## src/rtl/spi_pkg.sv

```systemverilog
// Shared SPI definitions: command encodings, frame/data widths and FSM states.
// Used by both the master and the slave side of the link.
package spi_pkg;

  localparam int FRAME_W = 10;
  localparam int DATA_W  = 8;

  localparam logic [1:0] CMD_WR_ADDR = 2'b00;
  localparam logic [1:0] CMD_WR_DATA = 2'b01;
  localparam logic [1:0] CMD_RD_ADDR = 2'b10;
  localparam logic [1:0] CMD_RD_DATA = 2'b11;

  // Counter reload values; the counter ends a phase when it reaches zero.
  localparam logic [3:0] SHIFT_LOAD = 4'(FRAME_W - 1);
  localparam logic [3:0] RECV_LOAD  = 4'(DATA_W - 1);

  typedef enum logic [2:0] {
    ST_IDLE  = 3'd0,
    ST_SEL   = 3'd1,
    ST_CMD   = 3'd2,
    ST_SHIFT = 3'd3,
    ST_WAIT  = 3'd4,
    ST_RECV  = 3'd5,
    ST_GAP   = 3'd6
  } spi_state_e;

  function automatic logic is_read_data(input logic [1:0] cmd);
    return cmd == CMD_RD_DATA;
  endfunction

endpackage

```

## src/rtl/spi_shift_reg.sv

```systemverilog
// Parallel-load, MSB-first shift register. o_next is the value after one shift,
// so a caller can capture the completed word in the same cycle as the last bit.
module spi_shift_reg #(
  parameter int W = 8
) (
  input  logic         i_clk,
  input  logic         i_rst,
  input  logic         i_load,
  input  logic [W-1:0] i_load_data,
  input  logic         i_shift,
  input  logic         i_ser_in,
  output logic         o_msb,
  output logic [W-1:0] o_next
);

  logic [W-1:0] r_data;

  assign o_msb  = r_data[W-1];
  assign o_next = {r_data[W-2:0], i_ser_in};

  always_ff @(posedge i_clk) begin
    if (i_rst) begin
      r_data <= '0;
    end else if (i_load) begin
      r_data <= i_load_data;
    end else if (i_shift) begin
      r_data <= o_next;
    end
  end

endmodule

```

## src/rtl/spi_master.sv

```systemverilog
// SPI master: sends a 10-bit {cmd,din} frame MSB first and, for read-data frames,
// receives one byte on MISO after RD_WAIT idle cycles.
module spi_master
  import spi_pkg::*;
#(
  parameter int unsigned RD_WAIT = 2,
  parameter int unsigned GAP     = 2
) (
  input  logic              i_clk,
  input  logic              i_rst,
  input  logic              i_start,
  input  logic [1:0]        i_cmd,
  input  logic [DATA_W-1:0] i_din,
  output logic              o_busy,
  output logic              o_done,
  output logic [DATA_W-1:0] o_rd_data,
  output logic              o_rd_valid,
  output logic              o_ss_n,
  output logic              o_mosi,
  input  logic              i_miso,
  output logic [2:0]        o_dbg_state
);

  localparam logic [3:0] WAIT_LOAD = 4'(RD_WAIT - 1);
  localparam logic [3:0] GAP_LOAD  = 4'(GAP - 1);

  spi_state_e          r_state;
  spi_state_e          w_next_state;
  logic [3:0]          r_cnt;
  logic [3:0]          w_cnt_load;
  logic                w_cnt_zero;
  logic [1:0]          r_cmd;
  logic [DATA_W-1:0]   r_rd_data;
  logic                w_accept;
  logic                w_tx_msb;
  logic [FRAME_W-1:0]  w_tx_next_unused;
  logic                w_rx_msb_unused;
  logic [DATA_W-1:0]   w_rx_next;

  assign w_cnt_zero  = (r_cnt == 4'd0);
  assign w_accept    = (r_state == ST_IDLE) && i_start;
  assign o_dbg_state = r_state;
  assign o_rd_data   = r_rd_data;

  spi_shift_reg #(.W(FRAME_W)) u_tx (
    .i_clk       (i_clk),
    .i_rst       (i_rst),
    .i_load      (w_accept),
    .i_load_data ({i_cmd, i_din}),
    .i_shift     (r_state == ST_SHIFT),
    .i_ser_in    (1'b0),
    .o_msb       (w_tx_msb),
    .o_next      (w_tx_next_unused)
  );

  spi_shift_reg #(.W(DATA_W)) u_rx (
    .i_clk       (i_clk),
    .i_rst       (i_rst),
    .i_load      (1'b0),
    .i_load_data ('0),
    .i_shift     (r_state == ST_RECV),
    .i_ser_in    (i_miso),
    .o_msb       (w_rx_msb_unused),
    .o_next      (w_rx_next)
  );

  always_ff @(posedge i_clk) begin
    if (i_rst) begin
      r_state <= ST_IDLE;
    end else begin
      r_state <= w_next_state;
    end
  end

  always_comb begin
    w_next_state = r_state;
    case (r_state)
      ST_IDLE:  if (i_start) w_next_state = ST_SEL;
      ST_SEL:   w_next_state = ST_CMD;
      ST_CMD:   w_next_state = ST_SHIFT;
      ST_SHIFT: if (w_cnt_zero) w_next_state = is_read_data(r_cmd) ? ST_WAIT : ST_GAP;
      ST_WAIT:  if (w_cnt_zero) w_next_state = ST_RECV;
      ST_RECV:  if (w_cnt_zero) w_next_state = ST_GAP;
      ST_GAP:   if (w_cnt_zero) w_next_state = ST_IDLE;
      default:  w_next_state = ST_IDLE;
    endcase
  end

  // Single phase counter: reloaded whenever a new state is entered.
  always_comb begin
    w_cnt_load = 4'd0;
    case (w_next_state)
      ST_SHIFT: w_cnt_load = SHIFT_LOAD;
      ST_WAIT:  w_cnt_load = WAIT_LOAD;
      ST_RECV:  w_cnt_load = RECV_LOAD;
      ST_GAP:   w_cnt_load = GAP_LOAD;
      default:  w_cnt_load = 4'd0;
    endcase
  end

  always_ff @(posedge i_clk) begin
    if (i_rst) begin
      r_cnt <= 4'd0;
    end else if (w_next_state != r_state) begin
      r_cnt <= w_cnt_load;
    end else if (!w_cnt_zero) begin
      r_cnt <= r_cnt - 4'd1;
    end
  end

  always_ff @(posedge i_clk) begin
    if (i_rst) begin
      r_cmd     <= 2'b00;
      r_rd_data <= '0;
    end else begin
      if (w_accept) begin
        r_cmd <= i_cmd;
      end
      if ((r_state == ST_RECV) && w_cnt_zero) begin
        r_rd_data <= w_rx_next;
      end
    end
  end

  always_comb begin
    o_ss_n     = 1'b1;
    o_mosi     = 1'b0;
    o_busy     = (r_state != ST_IDLE);
    o_done     = 1'b0;
    o_rd_valid = 1'b0;
    case (r_state)
      ST_SEL, ST_WAIT, ST_RECV: o_ss_n = 1'b0;
      ST_CMD, ST_SHIFT: begin
        o_ss_n = 1'b0;
        o_mosi = w_tx_msb;
      end
      ST_GAP: begin
        o_done     = (r_cnt == GAP_LOAD);
        o_rd_valid = (r_cnt == GAP_LOAD) && is_read_data(r_cmd);
      end
      default: ;
    endcase
  end

endmodule

```

## config.mk

```make
export PLATFORM = sky130hd
export DESIGN_NAME = spi_master
export DESIGN_NICKNAME = d
export VERILOG_FILES = /design/src/rtl/spi_pkg.sv /design/src/rtl/spi_shift_reg.sv /design/src/rtl/spi_master.sv
export SDC_FILE = /design/constraint.sdc
export NUM_CORES = 1
export LEC_CHECK = 0
export ABC_AREA = 1
export BUFFER_PORTS_ARGS = -buffer_cell sky130_fd_sc_hd__buf_2
export CAP_MARGIN = 20
export CORE_UTILIZATION = 48
export DETAILED_ROUTE_END_ITERATION = 10
export PLACE_DENSITY = 0.78
export SLEW_MARGIN = 5
export SYNTH_ARGS = -nofsm -noshare
export SYNTH_HDL_FRONTEND = slang
export SYNTH_SLANG_ARGS = --single-unit
export TNS_END_PERCENT = 1
```

## constraint.sdc

```tcl
create_clock -name i_clk -period 1.4 [get_ports i_clk]
set_input_delay 0.28 -clock i_clk [delete_from_list [all_inputs] [get_ports i_clk]]
set_output_delay 0.28 -clock i_clk [all_outputs]
set_load 0.01 [all_outputs]
```

[After elaboration in Yosys (flattened, before gate mapping)]
Index checks and enable logic that the tools add are counted.
Word-level totals
  flip-flop bits (word level): 34
  input port bits: 14
Cells by class
  eq/ne operators: 14
  add/subtract/negate cells: 1
  reductions and logical operators: 10
  mux-type cells: 16
Operator list (count)
  $pmux 3 s7: 1
  $mux 10: 2
  $eq 3x3->1 const B: 6
  $mux 3: 5
  $pmux 4 s3: 1
  $eq 3x2->1 const B: 3
  $mux 4: 2
  $reduce_or 5->1: 1
  $eq 4x1->1 const B: 1
  $logic_not 4->1: 1
  $mux 1: 4
  $reduce_or 2->1: 2
  $sub 4x1->4 const B: 1
  $eq 3x1->1 const B: 1
  $logic_and 1x1->1: 3
  $logic_not 3->1: 1
  $ne 3x3->1: 1
  $reduce_bool 3->1: 1
  $eq 2x2->1 const B: 1
  $mux 2: 1
  $ne 2x1->1 const B: 1
  $reduce_bool 2->1: 1

[Logic depth before layout (Yosys ltp)]
  depth after elaboration: 8
  mapped depth: 11
  depth with buffers taken out: 11

[By module]
Synthesis repeated with hierarchy kept, for this count alone.
Unflattened totals
  cell total of the unflattened synthesis: 276
  area total of the unflattened synthesis: 1829.3 µm²
Modules (own cells, without submodules)
  spi_master: cells each 134, seq. area each 340.3 µm², instances 1, area an instance 905.9 µm²
  spi_shift_reg at u_tx: cells each 78, seq. area each 200.2 µm², instances 1, area an instance 504.2 µm²
  spi_shift_reg at u_rx: cells each 64, seq. area each 160.2 µm², instances 1, area an instance 419.2 µm²

[Least setup slack after synthesis]
OpenSTA, ideal clock, no wires.
  path type: register -> register
  from: register r_cnt[0]
  to: register r_cnt[0]
  setup time: 0.116 ns
  period minus slack after synthesis: 1.542 ns
  arrival: 1.426 ns
  path slack: -0.142 ns
  cell stages (with the launch flop): 11
  required time: 1.284 ns
  path through: dfxtp_1 inv_1 ha_1 nand2_2 inv_1 nand2_1 nand2_1 a21oi_2 nand2_1 o21ai_0 nor2_1
On the way
  cells in the longest elaborated chain, start to end: 7
  elaborated cells on any way between the ends: 17
  classes of those cells: 1 x add/sub; 6 x eq/ne; 8 x mux; 2 x reduce/logical
Ends and longest elaborated chain
  start: declaration: line spi_master.sv:29  | logic [3:0] r_cnt;
  start signal: assignment: line spi_master.sv:105  | r_cnt <= w_cnt_load;
  start signal: assignment: line spi_master.sv:107  | r_cnt <= r_cnt - 4'd1;
  $logic_not 4->1: line spi_master.sv:40  | assign w_cnt_zero = (r_cnt == 4'd0);
  $mux 3 (on tied branches)
  $pmux 3 s7: line spi_master.sv:77  | case (r_state)
  $eq 3x3->1: line spi_master.sv:92  | case (w_next_state)
  $reduce_or 2->1 (no line)
  $pmux 4 s3: line spi_master.sv:92
  $mux 4: line spi_master.sv:104  | end else if (w_next_state != r_state) begin
Parallel ways exist; a longest one is shown, timed or not. The select of a mux whose other input is x is not followed.
A chain may end at the register's enable or synchronous reset.

[Worst setup path after layout]
  from: register r_cnt[0]
  to: output port o_rd_valid
On the way
  cells in the longest elaborated chain, start to end: 3
Ends and longest elaborated chain
  $eq 4x1->1: line spi_master.sv:139  | o_rd_valid = (r_cnt == GAP_LOAD) && is_read_data(r_cmd);
  $logic_and 1x1->1: line spi_master.sv:139
  $mux 1: line spi_master.sv:131  | case (r_state)
  end: declaration: line spi_master.sv:17  | output logic o_rd_valid,
No other way between the ends.

==> impl_metrics.yaml <==
route:
  dr.first_iter.drc_count: 86
  drt-pass1-iter-count: 7
  viasPerCell: 5.19
  wl_mm: 3.47
  via_count: 1510
  drt.antenna.violating_nets: 0
  drt-wirelength-per-cell_um: 11.9
  route.detailed.drc: 1
worst_hold_path:
  min_from: "i_din[0]"
  min_path_type: "input port to flip-flop"
  cell_depth_of_the_worst_min_delay_path: 3
critical_path:
  crit-reg2reg-launch: "r_cnt[1]$_SDFFE_PP0P_"
  cp-end-kind: "output pin"
  cp.depth: 6
  cp_max_fo: 3
  start_kind: "flip-flop"
  worst-setup-path-type: "flip-flop to output pin"
  ff2ff_path_depth: 10
  slowest_stage_delay_on_critical_path_ns: 0.35
  cpMaxStageDelayCell: "sky130_fd_sc_hd__dfxtp_2"
  worst_setup_path_startpoint: "r_cnt[0]$_SDFFE_PP0P_"
  cp_top_family: "flip-flops"
  arrival_time_reported_for_the_critical_path_endpoint_ns: 1.37
  cp.required_ns: 1.12
  worstPathCellList: "buf_4 > ha_4 > nand2_2 > nor2_2 > and3_1 > buf_2"
  worst-path-buf-inv: 2
sta:
  min_period_over_period_pct: 118
  min_clock_period_post_route_ns: 1.65
  skew_ns: 0.00868
  worstMarginPinSlew_ns: 0.266
  setup-tns-final_ns: -1.45
  timing.final.setup_violations: 9
  relative_slew_slack_pct: 82.3
  hold_violations: 0
  hold-worst-slack_ns: 0.188
  slew_viol_final: 0
  setup_slack_ns: -0.247
  unrepaired_setup_endpoints_after_global_routing: "yes"
  fmax_mhz: 607
clock_network:
  cts_h_tree_lvls: 2
  clock_latency_ns: 0.34
  clock-sinks: 34
  root_buffer_master: "sky130_fd_sc_hd__clkbuf_4"
  cts-buffers-inserted: 5
  clock_transition_at_path_regs_ns: 0.10
  cts_tree: "built"
  ctsLongestPathBuffers: 2
floorplanning:
  floorplan.die.width_um: 57.6
  fp-row-count: 19
  height_of_the_die_um: 57.6
  ioPinCount: 30
  core_region_area_um2: 2850
  starting_density_of_the_core_pct: 52.0
  die_area_um2: 3320
place:
  place_ws_ns: -0.0931
  dp_cells: 282
  detailedPlacementHpwl_mm: 2.39
  gp_congestion: 0.899
  place.port_buffers: 29
logic_synthesis:
  netlist_instances: 202
  synth.net_count: 218
  synth_area_leaders: "sky130_fd_sc_hd__dfxtp_1, sky130_fd_sc_hd__nand2_1, sky130_fd_sc_hd__nor2_1"
  ys_seq_area_share_pct: 45.9
  library_cell_with_the_highest_instance_count_after_synthesis: "sky130_fd_sc_hd__nand2_1"
  dominantRegCellSynth: "sky130_fd_sc_hd__dfxtp_1"
  synth_commonest_cells: "sky130_fd_sc_hd__nand2_1, sky130_fd_sc_hd__dfxtp_1, sky130_fd_sc_hd__nor2_1, sky130_fd_sc_hd__inv_1, sky130_fd_sc_hd__a21oi_1"
  synth_enable_flop_cells: 0
  postSynth.asyncResetShare_pct: 0
  postSynthRegisterBits: 34
  yosys_warnings: 0
  netlist.area_leader.share_pct: 45.9
  syn_avg_cell_area_um2: 7.35
  synth.cell_area_um2: 1480
  ys_types: 26
  cell_taking_the_most_area_after_synthesis: "sky130_fd_sc_hd__dfxtp_1"
layout:
  multi_input_area_um2: 752
  ff_latch_area_um2: 689
  num-fill-cells: 255
  num_antenna_cells: 0
  layout-area-overhead-vs-synth_pct: 32.9
  final_layout_size_suffix_gt1_share_pct: 33.8
  fin_cells: 291
  fin_nets: 276
global_routing:
  grt_start_max_net_pins: 17
  global_route.usage.met1_pct: 29.5
  grt_first_pass_wirelength_mm: 5.66
  gr-max-usage-layer: "met2"
  overall_global_routing_resource_usage_pct: 22.9
  use_met2_pct: 34.4
  grt_antenna_before_repair: 0
  first_global_vias: 1326
  grt_remaining_overflow: 0
  groute.layer.met3.usage_pct: 7.26
pwr:
  total_leakage_power_nw: 0.889
  switching_share_pct: 38.1
  design_power_total_w: 0.00327
  p_sw_w: 0.00125
  share_comb_of_total_power_pct: 47.5
  vdd_drop_max_uv: 961
  cellPowerDensity_nw_per_um2: 1660
  internal-power_w: 0.00202
  power.share.clock_pct: 15.5
  seqPwrFrac_pct: 37.0
run_status:
  outcome: "finished with violations"
  failed_checks: "design-rule violations, negative setup slack"
job:
  maxCapViolCount: 0
==> state kept, by name, summed over array words and instances, names as in the netlist <==
| name | cells |
|---|---|
| o_dbg_state | 3 |
| o_rd_data | 8 |
| r_cmd | 2 |
| r_cnt | 4 |
| u_rx.r_data | 7 |
| u_tx.r_data | 10 |
==> cells by family (layout without fill, tap and decap cells) <==
family / count (synthesis) / in the layout / synth area share, %
flip-flops: 34 / 34 / 45.9
AND/OR/NAND/NOR: 87 / 87 / 24.6
buffers and inverters: 27 / 85 / 6.91
adder cells (fa/ha/maj): 2 / 2 / 1.69
AO/OA/AOI/OAI: 49 / 49 / 19.1
XOR/XNOR: 3 / 3 / 1.77
==> worst min-delay path, delay by kind of cell <==
kind / cells / cell delay [ns]
AOI/OAI and AO/OA: 1 / 0.06
buffers and inverters: 1 / 0.09
and+or+nand+nor: 1 / 0.05
==> layer usage <==
| layer | vias up | wire, um |
|---|---|---|
| met1 | 671 | 1670 |
| li1 | 784 | - |
| met4 | 0 | 74 |
| met5 | - | 0 |
| met2 | 48 | 1540 |
| met3 | 7 | 190 |
==> final cells by class <==
class                   count  share of cell area (%)
clock buffers               7                    2.28
inverters                  22                    4.44
multi-input cells         141                    38.1
flip-flops and latches     34                    35.0
well taps                  31                    1.97
repair buffers             56                    18.2
==> layout by cell type (no fill, tap or decap), types with 2 or more instances in the layout <==
| cell type | netlist | routed |
|---|---|---|
| sky130_fd_sc_hd__nand2_1 | 51 | 48 |
| sky130_fd_sc_hd__buf_2 | 1 | 29 |
| sky130_fd_sc_hd__dfxtp_1 | 34 | 29 |
| sky130_fd_sc_hd__buf_4 | 0 | 25 |
| sky130_fd_sc_hd__nor2_1 | 22 | 20 |
| sky130_fd_sc_hd__inv_1 | 19 | 16 |
| sky130_fd_sc_hd__a21oi_1 | 16 | 16 |
| sky130_fd_sc_hd__a31oi_1 | 11 | 11 |
| sky130_fd_sc_hd__o21ai_0 | 11 | 9 |
| sky130_fd_sc_hd__nand3_1 | 6 | 6 |
| sky130_fd_sc_hd__a211oi_1 | 6 | 5 |
| sky130_fd_sc_hd__clkbuf_4 | 0 | 5 |
| sky130_fd_sc_hd__inv_2 | 1 | 4 |
| sky130_fd_sc_hd__nand2_2 | 2 | 4 |
| sky130_fd_sc_hd__dfxtp_2 | 0 | 4 |
| sky130_fd_sc_hd__nor2_2 | 1 | 3 |
| sky130_fd_sc_hd__o21ai_1 | 2 | 3 |
| sky130_fd_sc_hd__nand3_2 | 2 | 2 |
| sky130_fd_sc_hd__xor2_1 | 2 | 2 |
| sky130_fd_sc_hd__ha_4 | 0 | 2 |
| sky130_fd_sc_hd__clkbuf_1 | 4 | 2 |
==> power by group through the flow <==
stage / Combinational [W] / Sequential, W / Clock, W
2_1_floorplan: 0.000783 / 0.00122 / 0
3_3_place_gp: 0.00136 / 0.00121 / 0
3_5_place_dp: 0.00137 / 0.00121 / 0
4_1_cts: 0.00146 / 0.00120 / 0.000511
5_1_grt: 0.00171 / 0.00123 / 0.000547
6_report: 0.00155 / 0.00121 / 0.000505
==> through the flow <==
stage / area (um^2) / utilization [%]
final: 1970 / 69.1
after global routing: 1970 / 69.1
after CTS: 1940 / 68.1
after detailed placement: 1840 / 64.6
after global placement: 1840 / 64.6
after floorplan: 1490 / -
==> worst paths after layout <==
| kind | endpoint | slack, ns |
|---|---|---|
| worst max-delay path | o_rd_valid | -0.25 |
| worst max register to register | r_cnt[1]$_SDFFE_PP0P_ | -0.15 |
| worst min register to register | u_rx.r_data[6]$_SDFFE_PP0P_ | 0.46 |
| worst min-delay path | u_tx.r_data[0]$_SDFFE_PP0P_ | 0.19 |
==> timing repair <==
action,4_1_cts,5_1_grt
resized for setup,15,9
buffers inserted,2,0
hold buffers,0,0
pin swaps,4,1
gates cloned,0,0
endpoints found under the setup margin,19,32
No activity file was read; power rests on OpenSTA's default activity.
